[src/rtl/dec4_scan_pkg.sv]
// Shared constants, state encoding and pointer helper for the 4-to-16 decoder scan sequencer.
package dec4_scan_pkg;

    localparam int CH_N   = 16;
    localparam int SEL_W  = 4;
    localparam int MISS_W = SEL_W + 1;

    typedef enum logic [1:0] {
        IDLE  = 2'd0,
        SEEK  = 2'd1,
        DWELL = 2'd2,
        DONE  = 2'd3
    } scan_state_t;

    // Pointer advance; wraps naturally at the 4-bit boundary in both directions.
    function automatic logic [SEL_W-1:0] ptr_step(input logic [SEL_W-1:0] p, input logic down);
        return down ? p - 1'b1 : p + 1'b1;
    endfunction

endpackage

[src/rtl/dec4_dwell_ctr.sv]
// Loadable down-counter timing how long the current channel is held; zero flags terminal count.
module dec4_dwell_ctr #(
    parameter int DWELL_W = 8
) (
    input  logic               clk,
    input  logic               rst,
    input  logic               load,
    input  logic               dec,
    input  logic [DWELL_W-1:0] load_val,
    output logic               zero
);

    logic [DWELL_W-1:0] cnt;

    always_ff @(posedge clk) begin
        if (rst) begin
            cnt <= '0;
        end else if (load) begin
            cnt <= load_val;
        end else if (dec && (cnt != '0)) begin
            cnt <= cnt - 1'b1;
        end
    end

    assign zero = (cnt == '0);

endmodule

[src/rtl/dec4_scan_sequencer.sv]
// Channel-select sequencer feeding the 4-to-16 decoder: skips masked channels, dwells on enabled ones.
// Optional SCAN_REVERSE_EN adds a latched dir input for downward scanning.
//
// state | meaning
// IDLE  | waiting for start, busy low
// SEEK  | test mask[ptr], one channel per cycle
// DWELL | holding sel on an enabled channel until the dwell counter hits zero
// DONE  | one-cycle done pulse, then back to IDLE
module dec4_scan_sequencer
    import dec4_scan_pkg::*;
#(
    parameter int DWELL_W = 8
) (
    input  logic               clk,
    input  logic               rst,
    input  logic               start,
    input  logic               stop,
    input  logic               cont,
    input  logic [DWELL_W-1:0] dwell,
`ifdef SCAN_REVERSE_EN
    input  logic               dir,
`endif
    input  logic [CH_N-1:0]    mask,
    output logic [SEL_W-1:0]   sel,
    output logic               sel_valid,
    output logic               step,
    output logic               busy,
    output logic               done
);

    scan_state_t        state;
    logic [SEL_W-1:0]   ptr;
    logic [MISS_W-1:0]  miss;
    logic [MISS_W-1:0]  miss_inc;
    logic               cont_l;
    logic [DWELL_W-1:0] dwell_l;
    logic               down_l;
    logic               down_start;
    logic [SEL_W-1:0]   ptr_first;
    logic [SEL_W-1:0]   ptr_last;
    logic [SEL_W-1:0]   ptr_next;
    logic               at_end;
    logic               lap_empty;
    logic               ctr_load;
    logic               ctr_dec;
    logic               ctr_zero;

`ifdef SCAN_REVERSE_EN
    assign down_start = dir;
`else
    assign down_start = 1'b0;
`endif

    assign ptr_first = down_start ? SEL_W'(CH_N - 1) : '0;
    assign ptr_last  = down_l ? '0 : SEL_W'(CH_N - 1);
    assign ptr_next  = ptr_step(ptr, down_l);
    assign at_end    = (ptr == ptr_last) && !cont_l;
    assign miss_inc  = miss + 1'b1;
    assign lap_empty = (miss_inc == MISS_W'(CH_N));

    assign ctr_load = (state == SEEK) && mask[ptr] && !stop;
    assign ctr_dec  = (state == DWELL);

    dec4_dwell_ctr #(
        .DWELL_W (DWELL_W)
    ) u_dwell_ctr (
        .clk      (clk),
        .rst      (rst),
        .load     (ctr_load),
        .dec      (ctr_dec),
        .load_val (dwell_l - 1'b1),
        .zero     (ctr_zero)
    );

    always_ff @(posedge clk) begin
        if (rst) begin
            state     <= IDLE;
            ptr       <= '0;
            miss      <= '0;
            cont_l    <= 1'b0;
            dwell_l   <= DWELL_W'(1);
            down_l    <= 1'b0;
            sel       <= '0;
            sel_valid <= 1'b0;
            step      <= 1'b0;
            busy      <= 1'b0;
            done      <= 1'b0;
        end else begin
            step <= 1'b0;
            done <= 1'b0;
            if (stop && (state != IDLE)) begin
                state     <= IDLE;
                sel_valid <= 1'b0;
                busy      <= 1'b0;
            end else begin
                case (state)
                    IDLE: begin
                        if (start && !stop) begin
                            cont_l  <= cont;
                            dwell_l <= (dwell == '0) ? DWELL_W'(1) : dwell;
                            down_l  <= down_start;
                            ptr     <= ptr_first;
                            miss    <= '0;
                            busy    <= 1'b1;
                            state   <= SEEK;
                        end
                    end
                    SEEK: begin
                        if (mask[ptr]) begin
                            sel       <= ptr;
                            sel_valid <= 1'b1;
                            step      <= 1'b1;
                            state     <= DWELL;
                        end else begin
                            miss <= miss_inc;
                            if (at_end || lap_empty) begin
                                busy  <= 1'b0;
                                done  <= 1'b1;
                                state <= DONE;
                            end else begin
                                ptr <= ptr_next;
                            end
                        end
                    end
                    DWELL: begin
                        // Mask is not consulted here, so a mid-dwell mask change never truncates the hold.
                        if (ctr_zero) begin
                            sel_valid <= 1'b0;
                            miss      <= '0;
                            if (at_end) begin
                                busy  <= 1'b0;
                                done  <= 1'b1;
                                state <= DONE;
                            end else begin
                                ptr   <= ptr_next;
                                state <= SEEK;
                            end
                        end
                    end
                    DONE: begin
                        state <= IDLE;
                    end
                    default: begin
                        state <= IDLE;
                    end
                endcase
            end
        end
    end

endmodule

[config.mk]
export PLATFORM = sky130hd
export DESIGN_NAME = dec4_scan_sequencer
export DESIGN_NICKNAME = d
export VERILOG_FILES = /design/src/rtl/dec4_scan_pkg.sv /design/src/rtl/dec4_dwell_ctr.sv /design/src/rtl/dec4_scan_sequencer.sv
export SDC_FILE = /design/constraint.sdc
export NUM_CORES = 1
export LEC_CHECK = 0
export BUFFER_PORTS_ARGS = -buffer_cell sky130_fd_sc_hd__buf_2
export CAP_MARGIN = 10
export CORE_UTILIZATION = 49
export DETAILED_ROUTE_END_ITERATION = 16
export GPL_ROUTABILITY_DRIVEN = 0
export PLACE_DENSITY = 0.71
export SLEW_MARGIN = 10
export SYNTH_ARGS = -nofsm -noshare
export SYNTH_HDL_FRONTEND = slang
export SYNTH_SLANG_ARGS = --single-unit
[constraint.sdc]
create_clock -name clk -period 4.2 [get_ports clk]
set_input_delay 0 -clock clk [delete_from_list [all_inputs] [get_ports clk]]
set_output_delay 0 -clock clk [all_outputs]
set_load 0.1 [all_outputs]
==> results of run 1 <==
-- worst max path at each step --
stage / start / endpoint / slack [ns] / cells past startpoint
final: ptr[0] / u_dwell_ctr.cnt[4] / 0.95 / 10
after global placement: ptr[0] / u_dwell_ctr.cnt[4] / 1.08 / 10
after CTS: ptr[0] / u_dwell_ctr.cnt[4] / 0.94 / 10
after global routing: ptr[0] / u_dwell_ctr.cnt[4] / 0.62 / 10
after detailed placement: ptr[0] / u_dwell_ctr.cnt[4] / 0.97 / 10
after floorplan: ptr[0] / u_dwell_ctr.cnt[4] / 1.26 / 11
-- metal layers --
metal  up-vias  GRT usage  share of wire  routed length, µm
met3         6    0.05574          0.050                237
met5         -          0              0                  0
li1        973          -              -                  -
met2        64     0.3441           0.43               2026
met1       880     0.3064           0.51               2421
met4         0    0.07181          0.012                 59
-- worst max-delay path, delay by kind of cell, from the launching register on --
kind,cells,cell delay [ns]
xor gates and xnor gates,1,0.15
and+or+nand+nor,4,0.93
muxes,2,0.73
adders and majority gates,1,0.26
DFF,1,0.57
AOI/OAI and AO/OA,2,0.53
-- power groups by stage --
stage / combinational [mW] / sequential (mW) / clock [mW]
6_report: 0.453 / 0.428 / 0.304
5_1_grt: 0.493 / 0.435 / 0.324
4_1_cts: 0.448 / 0.428 / 0.309
3_5_place_dp: 0.440 / 0.435 / 0
3_3_place_gp: 0.437 / 0.435 / 0
2_1_floorplan: 0.316 / 0.469 / 0
-- final cells by class --
type / instances / area (µm²)
timing repair buffer: 45 / 270.3
sequential: 36 / 720.7
tap: 50 / 62.56
inverter: 10 / 37.54
clock inverter: 3 / 42.54
multi-input combinational: 181 / 1314
clock buffer: 5 / 68.82
fill: 345 / 1541
-- kinds of logic (layout without fill, tap and decap cells) --
family | Yosys count | in the layout | share of synthesized area
adders and majority gates | 7 | 7 | 0.04149
muxes | 20 | 20 | 0.1126
DFF | 36 | 36 | 0.3414
buffers and inverters | 20 | 63 | 0.03616
and+or+nand+nor | 90 | 90 | 0.2347
xor gates and xnor gates | 10 | 10 | 0.04149
AOI/OAI and AO/OA | 54 | 54 | 0.1921
-- synth_stat cells, drive strengths merged, types with 2 or more instances --
cell	number
nand4	2
and3	2
buf	2
clkbuf	8
o31ai	3
a221oi	2
o22ai	2
inv	10
a31oi	2
or4	4
o211ai	3
nor2b	2
mux4	3
ha	7
nand2	13
dfxtp	36
nor4	7
nor4b	2
nand2b	5
nor3b	2
a21oi	10
xnor2	4
xor2	6
o21ai	8
nand4b	2
nor2	22
a211oi	10
or3	7
mux2i	17
nor3	8
o2bb2ai	3
or2	2
and2	3
nand3	4
-- registers in the layout, summed over array words and instances (netlist names) --
register / flops
done: 1
u_dwell_ctr.cnt: 8
sel_valid: 1
step: 1
cont_l: 1
dwell_l: 8
miss: 5
sel: 4
busy: 1
state: 2
ptr: 4
==> results.toml, run 1 <==
[status]
status = "finished, final reports clean"

[grt]
track_usage = 0.2249
grt_max_degree = 32
globalRouteOverflowTotal = 0
antenna_found_initial = 0
grt_pass1_vias = 1692
grt_pass1_wl_mm = 7.645

[pwr]
power.share.clock = 0.257
p_sw_frac = 0.3749
power_density_nw_per_um2 = 470.8
p_leak_nw = 1.022
pwr-share-seq = 0.361
switchingPower_uw = 444.2
p_int_uw = 740.5
p_comb_frac = 0.382
ir_drop_mv = 0.2372
power_mw = 1.185

[sta]
hold-worst-slack_ns = 0.1059
fmax_mhz = 308.2
drv_slew = 0
setup_slack_ns = 0.9550
worst_pin_slew_ns = 1.077
rsz0062_at_grt = "false"
fin_tns_setup_ns = 0
hold_violations = 0
relSlewSlack = 0.2755
skew_ns = 0.005838
fin_crit_sh = 0.7726
fin_crit_ns = 3.245
setup-violations-final = 0

[worst_setup_path]
critPathKind = "register to register"
crit_slowest_cell = "dfxtp_1"
worstPathRequired_ns = 4.41
cp_max_fo = 10
slowest_delay_ns = 0.57
worstSetupEndpointType = "register"
arrival_ns = 3.46
ff2ff_setup_slack_ns = 0.95
start_kind = "register"
rr_startpoint = "ptr[0]"
reg2regPathDepth = 10
path_cells = "mux4_2 -> or2_2 -> a21boi_2 -> nor3_2 -> mux2i_1 -> ha_1 -> nand2_1 -> or3_1 -> xor2_1 -> a211oi_1"
worstReg2RegEnd = "u_dwell_ctr.cnt[4]"

[logic_synthesis]
ys_warn_count = 0
synth_area_um2 = 2111
synth_async_sr_flop_share = 0
yosysTopAreaCell = "dfxtp_1"
yosysTopAreaCellShare = 0.3414
yosys-top-cells-area = "dfxtp_1, mux2i_1, ha_1, nor2_1, a211oi_1"
ys_seq_area_frac = 0.3414
synth_seq_cells = 36
yosysUniqueCellTypes = 53
netlist_instances = 237
syn_area_per_cell_um2 = 8.906
ys.flop_type = "dfxtp_1"
synth_edf_count = 0
syn-num-nets = 273

[final_layout]
layout_common_cells = "dfxtp_1, buf_2, nor2_1, mux2i_1, nand2_1"
diodes = 0
area_growth_pct = 19.21
post-route-util = 0.6201
drive_above_1_share = 0.1964
fin_nets = 315
final_area_um2 = 2516
stdcell_count = 330

[detailed_routing]
ant_nets = 0
drt-vias-per-instance = 5.827
first_iter_violations = 120
drc = 0
wire_per_inst_um = 14.38
totalWireLength_mm = 4.744
dr_total_vias = 1923
dr.pass1.iters = 5

[placement]
dp_cells = 313
preCtsSetupSlack_ns = 0.9742
placed_area_um2 = 2315
post-dp-hpwl_mm = 3.440
portBuffers = 36

[flow_run]
max-cap-violations = 0

[clock_network]
root_buffer = "clkbuf_8"
clock_sinks = 36
ctsResizeCount = 0
cts_made_buffers = 5
cts_tree = "yes"
h-tree-depth = 2
hold_buffers = 9
insertion_delay_ns = 0.29
cts_setup_buffers = 0
clk_pin_slew_ns = 0.07
clk_path_buf_depth = 2

[floorplan]
core_um2 = 4058
die_x_um = 67.64
initial_core_util = 0.5202
core.rowCount = 23
die_h_um = 67.64
dieArea_um2 = 4574
io_pins = 37

[hold_path]
hold_depth = 4
min_path_type = "input pin to register"
min_from = "stop"
hold_path_end = "miss[1]"
(Power assumes the default switching activity.)
==> run 2, diff against run 1 <==
- clock period: 4.2 -> 3.3 ns (I/O delays scaled with it)
==> results.toml, run 2 (synthesis results as in run 1) <==
[sta]
fin_crit_ns = 2.986
hold-worst-slack_ns = 0.1030
fmax_mhz = 334.9
fin_crit_sh = 0.9048
relSlewSlack = 0.2135
setup-violations-final = 0
skew_ns = 0.004651
drv_slew = 0
hold_violations = 0
worst_pin_slew_ns = 1.169
fin_tns_setup_ns = 0
rsz0062_at_grt = "false"

[worst_setup_path]
reg2regPathDepth = 10
critPathKind = "register to register"
worstPathRequired_ns = 3.50
arrival_ns = 3.19
start_kind = "register"
cp_max_fo = 10
worstReg2RegEnd = "u_dwell_ctr.cnt[4]"
slowest_delay_ns = 0.58
crit_slowest_cell = "dfxtp_1"
path_cells = "mux4_2 -> nor3_1 -> o21bai_1 -> nor3_2 -> mux2i_1 -> ha_1 -> nand2_1 -> or3_1 -> xor2_1 -> a211oi_1"
rr_startpoint = "ptr[0]"
worstSetupEndpointType = "register"
ff2ff_setup_slack_ns = 0.31
cpLargestDelayFamily = "multiplexers"
cp_num_buf_inv = 0

[clock_network]
root_buffer = "clkbuf_8"
insertion_delay_ns = 0.29
cts_tree = "yes"
clk_path_buf_depth = 2
cts_setup_buffers = 0
clk_pin_slew_ns = 0.07
cts_made_buffers = 5
clock_sinks = 36
h-tree-depth = 2

[final_layout]
diodes = 0
area_growth_pct = 20.27
fillers = 354
final_area_um2 = 2539
drive_above_1_share = 0.2049
layout_common_cells = "dfxtp_1, buf_2, nor2_1, mux2i_1, nand2_1"
post-route-util = 0.6257
stdcell_count = 333
top_regs = "dwell_l x8, u_dwell_ctr.cnt x8, miss x5"
fin_nets = 318

[pwr]
p_leak_nw = 1.037
ir_drop_mv = 0.2617
power_density_nw_per_um2 = 596.0

[hold_path]
hold_path_end = "miss[1]"
min_path_type = "input pin to register"
min_from = "stop"
hold_depth = 4

[grt]
grt_pass1_vias = 1796
grt_max_degree = 32
track_usage = 0.2378
globalRouteOverflowTotal = 0
grt_pass1_wl_mm = 8.217
antenna_found_initial = 0

[placement]
placed_area_um2 = 2337
portBuffers = 36
dp_cells = 316
post-dp-hpwl_mm = 3.500

[detailed_routing]
drt-vias-per-instance = 5.922
totalWireLength_mm = 4.821
ant_nets = 0
wire_per_inst_um = 14.48
dr_total_vias = 1972
drc = 0
first_iter_violations = 119
dr.pass1.iters = 4

[floorplan]
io_pins = 37
die_x_um = 67.64
core_um2 = 4058
core.rowCount = 23
initial_core_util = 0.5202
dieArea_um2 = 4574
die_h_um = 67.64

[status]
status = "finished, final reports clean"

[flow_run]
max-cap-violations = 0
[run 2: cell count changes in the layout (fill, tap and decap cells not counted), sizes merged]
cell,previous run,this run
buf,36,39
[run 2: worst max path at each step]
stage | slack [ns] | endpoint | cells past startpoint | from
2_1_floorplan | 0.36 | u_dwell_ctr.cnt[4] | 11 | ptr[0]
3_3_place_gp | 0.48 | u_dwell_ctr.cnt[4] | 10 | ptr[0]
3_5_place_dp | 0.35 | u_dwell_ctr.cnt[4] | 10 | ptr[0]
4_1_cts | 0.28 | u_dwell_ctr.cnt[4] | 10 | ptr[0]
5_1_grt | 0.06 | u_dwell_ctr.cnt[4] | 10 | ptr[0]
6_report | 0.31 | u_dwell_ctr.cnt[4] | 10 | ptr[0]
[run 2: worst register-to-register path, stage by stage, from the launching register on]
cell and delay (ns):
dfxtp_1 0.58, mux4_2 0.55, nor3_1 0.20, o21bai_1 0.26
nor3_2 0.13, mux2i_1 0.18, ha_1 0.18, nand2_1 0.07
or3_1 0.33, xor2_1 0.16, a211oi_1 0.25
[run 2: metrics by stage]
stage / setup slack (ns) / power [mW]
finish: 0.3141 / 1.513
detailed placement: 0.3479 / 1.123
global route: 0.06331 / 1.610
global placement: 0.4789 / 1.115
floorplan: 0.3556 / 0.9993
CTS: 0.2778 / 1.518
[run 2: per-layer routing]
layer  wire, µm  global-route usage  part of all wire
met5          0                   0                 0
met1       2312              0.3234              0.48
met2       2214              0.3700              0.46
met3        227             0.04899             0.047
met4         66             0.07979             0.014
[run 2: power by group]
part | internal [mW] | switching, mW | total, mW
logic | 0.239 | 0.342 | 0.581
registers | 0.487 | 0.0588 | 0.546
clock network | 0.223 | 0.163 | 0.387
total | 0.949 | 0.564 | 1.51
[run 2: what timing repair did]
action | 4_1_cts | 5_1_grt
hold buffers | 9 | 0
hold endpoints to repair | 9 | 0
resized for setup | 0 | 0
[run 2: area by class of cell]
type                       instances  area, µm²  share of cell area
tap                               50      62.56             0.02464
timing repair buffer              48      292.8              0.1153
clock inverter                     3      42.54             0.01676
multi-input combinational        181       1314              0.5175
inverter                          10      37.54             0.01479
clock buffer                       5      68.82             0.02711
sequential                        36      720.7              0.2839
==> run 3, diff against run 2 <==
- SETUP_SLACK_MARGIN: not set -> 0.5
==> results.toml, run 3 (synthesis results as in run 1) <==
[status]
status = "finished, final reports clean"

[worst_setup_path]
rr_startpoint = "u_dwell_ctr.cnt[2]"
reg2regPathDepth = 6
start_kind = "register"
worstSetupEndpointType = "register"
slowest_delay_ns = 0.57
cp_max_fo = 16
critPathKind = "register to register"
worstReg2RegEnd = "ptr[0]"
ff2ff_setup_slack_ns = 0.60
crit_slowest_cell = "or4_4"
arrival_ns = 2.92
worstPathRequired_ns = 3.51
path_cells = "or4_4 -> o31a_1 -> a2111oi_4 -> o31ai_2 -> or4b_1 -> a21oi_1"

[sta]
fmax_mhz = 369.7
drv_slew = 0
setup-violations-final = 0
skew_ns = 0.009982
fin_crit_sh = 0.8196
hold_violations = 0
relSlewSlack = 0.2281
rsz0062_at_grt = "true"
worst_pin_slew_ns = 1.147
fin_crit_ns = 2.705
fin_tns_setup_ns = 0

[detailed_routing]
totalWireLength_mm = 4.917
first_iter_violations = 126
dr.pass1.iters = 4
dr_total_vias = 1921
drt-vias-per-instance = 5.734
ant_nets = 0
drc = 0
wire_per_inst_um = 14.68

[pwr]
power_density_nw_per_um2 = 595.4
power_mw = 1.544
ir_drop_mv = 0.3367
p_leak_nw = 1.050

[clock_network]
h-tree-depth = 2
root_buffer = "clkbuf_8"
cts_made_buffers = 5
clock_sinks = 36
clk_path_buf_depth = 2
clk_pin_slew_ns = 0.08
insertion_delay_ns = 0.29
cts_tree = "yes"

[grt]
grt_pass1_vias = 1743
track_usage = 0.2383
grt_pass1_wl_mm = 8.100
globalRouteOverflowTotal = 0
antenna_found_initial = 0
grt_max_degree = 32

[final_layout]
fillers = 338
post-route-util = 0.6392
area_growth_pct = 22.88
diodes = 0
top_regs = "dwell_l x8, u_dwell_ctr.cnt x8, miss x5"
layout_common_cells = "buf_2, dfxtp_1, nor2_1, mux2i_1, nand2_1"
drive_above_1_share = 0.2316
fin_nets = 320
final_common_cell = "buf_2"
stdcell_count = 335

[floorplan]
io_pins = 37
die_x_um = 67.64
core.rowCount = 23
dieArea_um2 = 4574
initial_core_util = 0.5202
die_h_um = 67.64
core_um2 = 4058

[flow_run]
max-cap-violations = 0

[hold_path]
hold_depth = 4
min_path_type = "input pin to register"
min_from = "stop"
hold_path_end = "miss[1]"

[placement]
portBuffers = 36
post-dp-hpwl_mm = 3.420
dp_cells = 314
-- run 3: final cells by class --
class                           instances  area [µm²]  area share
Inverter                               10       37.54     0.01447
Clock inverter                          3       42.54     0.01640
Tap cell                               50       62.56     0.02412
Sequential cell                        36       726.9      0.2803
Clock buffer                            5       68.82     0.02653
Multi-Input combinational cell        181        1348      0.5195
Timing Repair Buffer                   50       307.8      0.1187
-- run 3: through the flow --
| stage | hold WS (ns) | cell area (µm²) | setup WS, ns |
|---|---|---|---|
| 2_1_floorplan | 0.1439 | 2140 | 0.5066 |
| 3_3_place_gp | 0.2368 | 2345 | 0.2764 |
| 3_5_place_dp | 0.2476 | 2345 | 0.2024 |
| 4_1_cts | 0.08447 | 2569 | 0.5215 |
| 5_1_grt | 0.1023 | 2594 | 0.4581 |
| 6_report | 0.1017 | 2594 | 0.5953 |
-- run 3: per-layer routing --
metal	share of wire	GRT usage	vias up
met3	0.047	0.05068	5
met1	0.50	0.3473	876
li1	-	-	987
met2	0.44	0.3453	53
met4	0.013	0.07181	0
met5	0	0	-
-- run 3: worst max path at each step --
stage                            start            endpoint  slack, ns
floorplan                       ptr[0]  u_dwell_ctr.cnt[4]       0.51
global route        u_dwell_ctr.cnt[2]             miss[3]       0.46
global placement                ptr[0]  u_dwell_ctr.cnt[4]       0.28
CTS                             ptr[0]  u_dwell_ctr.cnt[4]       0.52
finish              u_dwell_ctr.cnt[2]              ptr[0]       0.60
detailed placement              ptr[0]  u_dwell_ctr.cnt[4]       0.20
-- run 3: power by group --
part | leakage (nW) | switching (mW) | internal [mW]
Combinational | 0.702 | 0.356 | 0.251
Sequential | 0.294 | 0.0572 | 0.488
Clock | 0.0541 | 0.169 | 0.224
Total | 1.05 | 0.582 | 0.962
-- run 3: critical path, delay by kind of cell (launching register included) --
family | cells | cell delay, ns
flip-flops | 1 | 0.36
AO/OA/AOI/OAI | 4 | 1.16
AND/OR/NAND/NOR | 2 | 1.10
-- run 3: timing repair --
item                                    4_1_cts  5_1_grt
endpoints found under the hold margin         9        0
pin swaps                                     2        2
gates resized for setup                       3        3
hold buffers                                  9        0
endpoints found under the setup margin        3        8
buffers inserted                              2        2
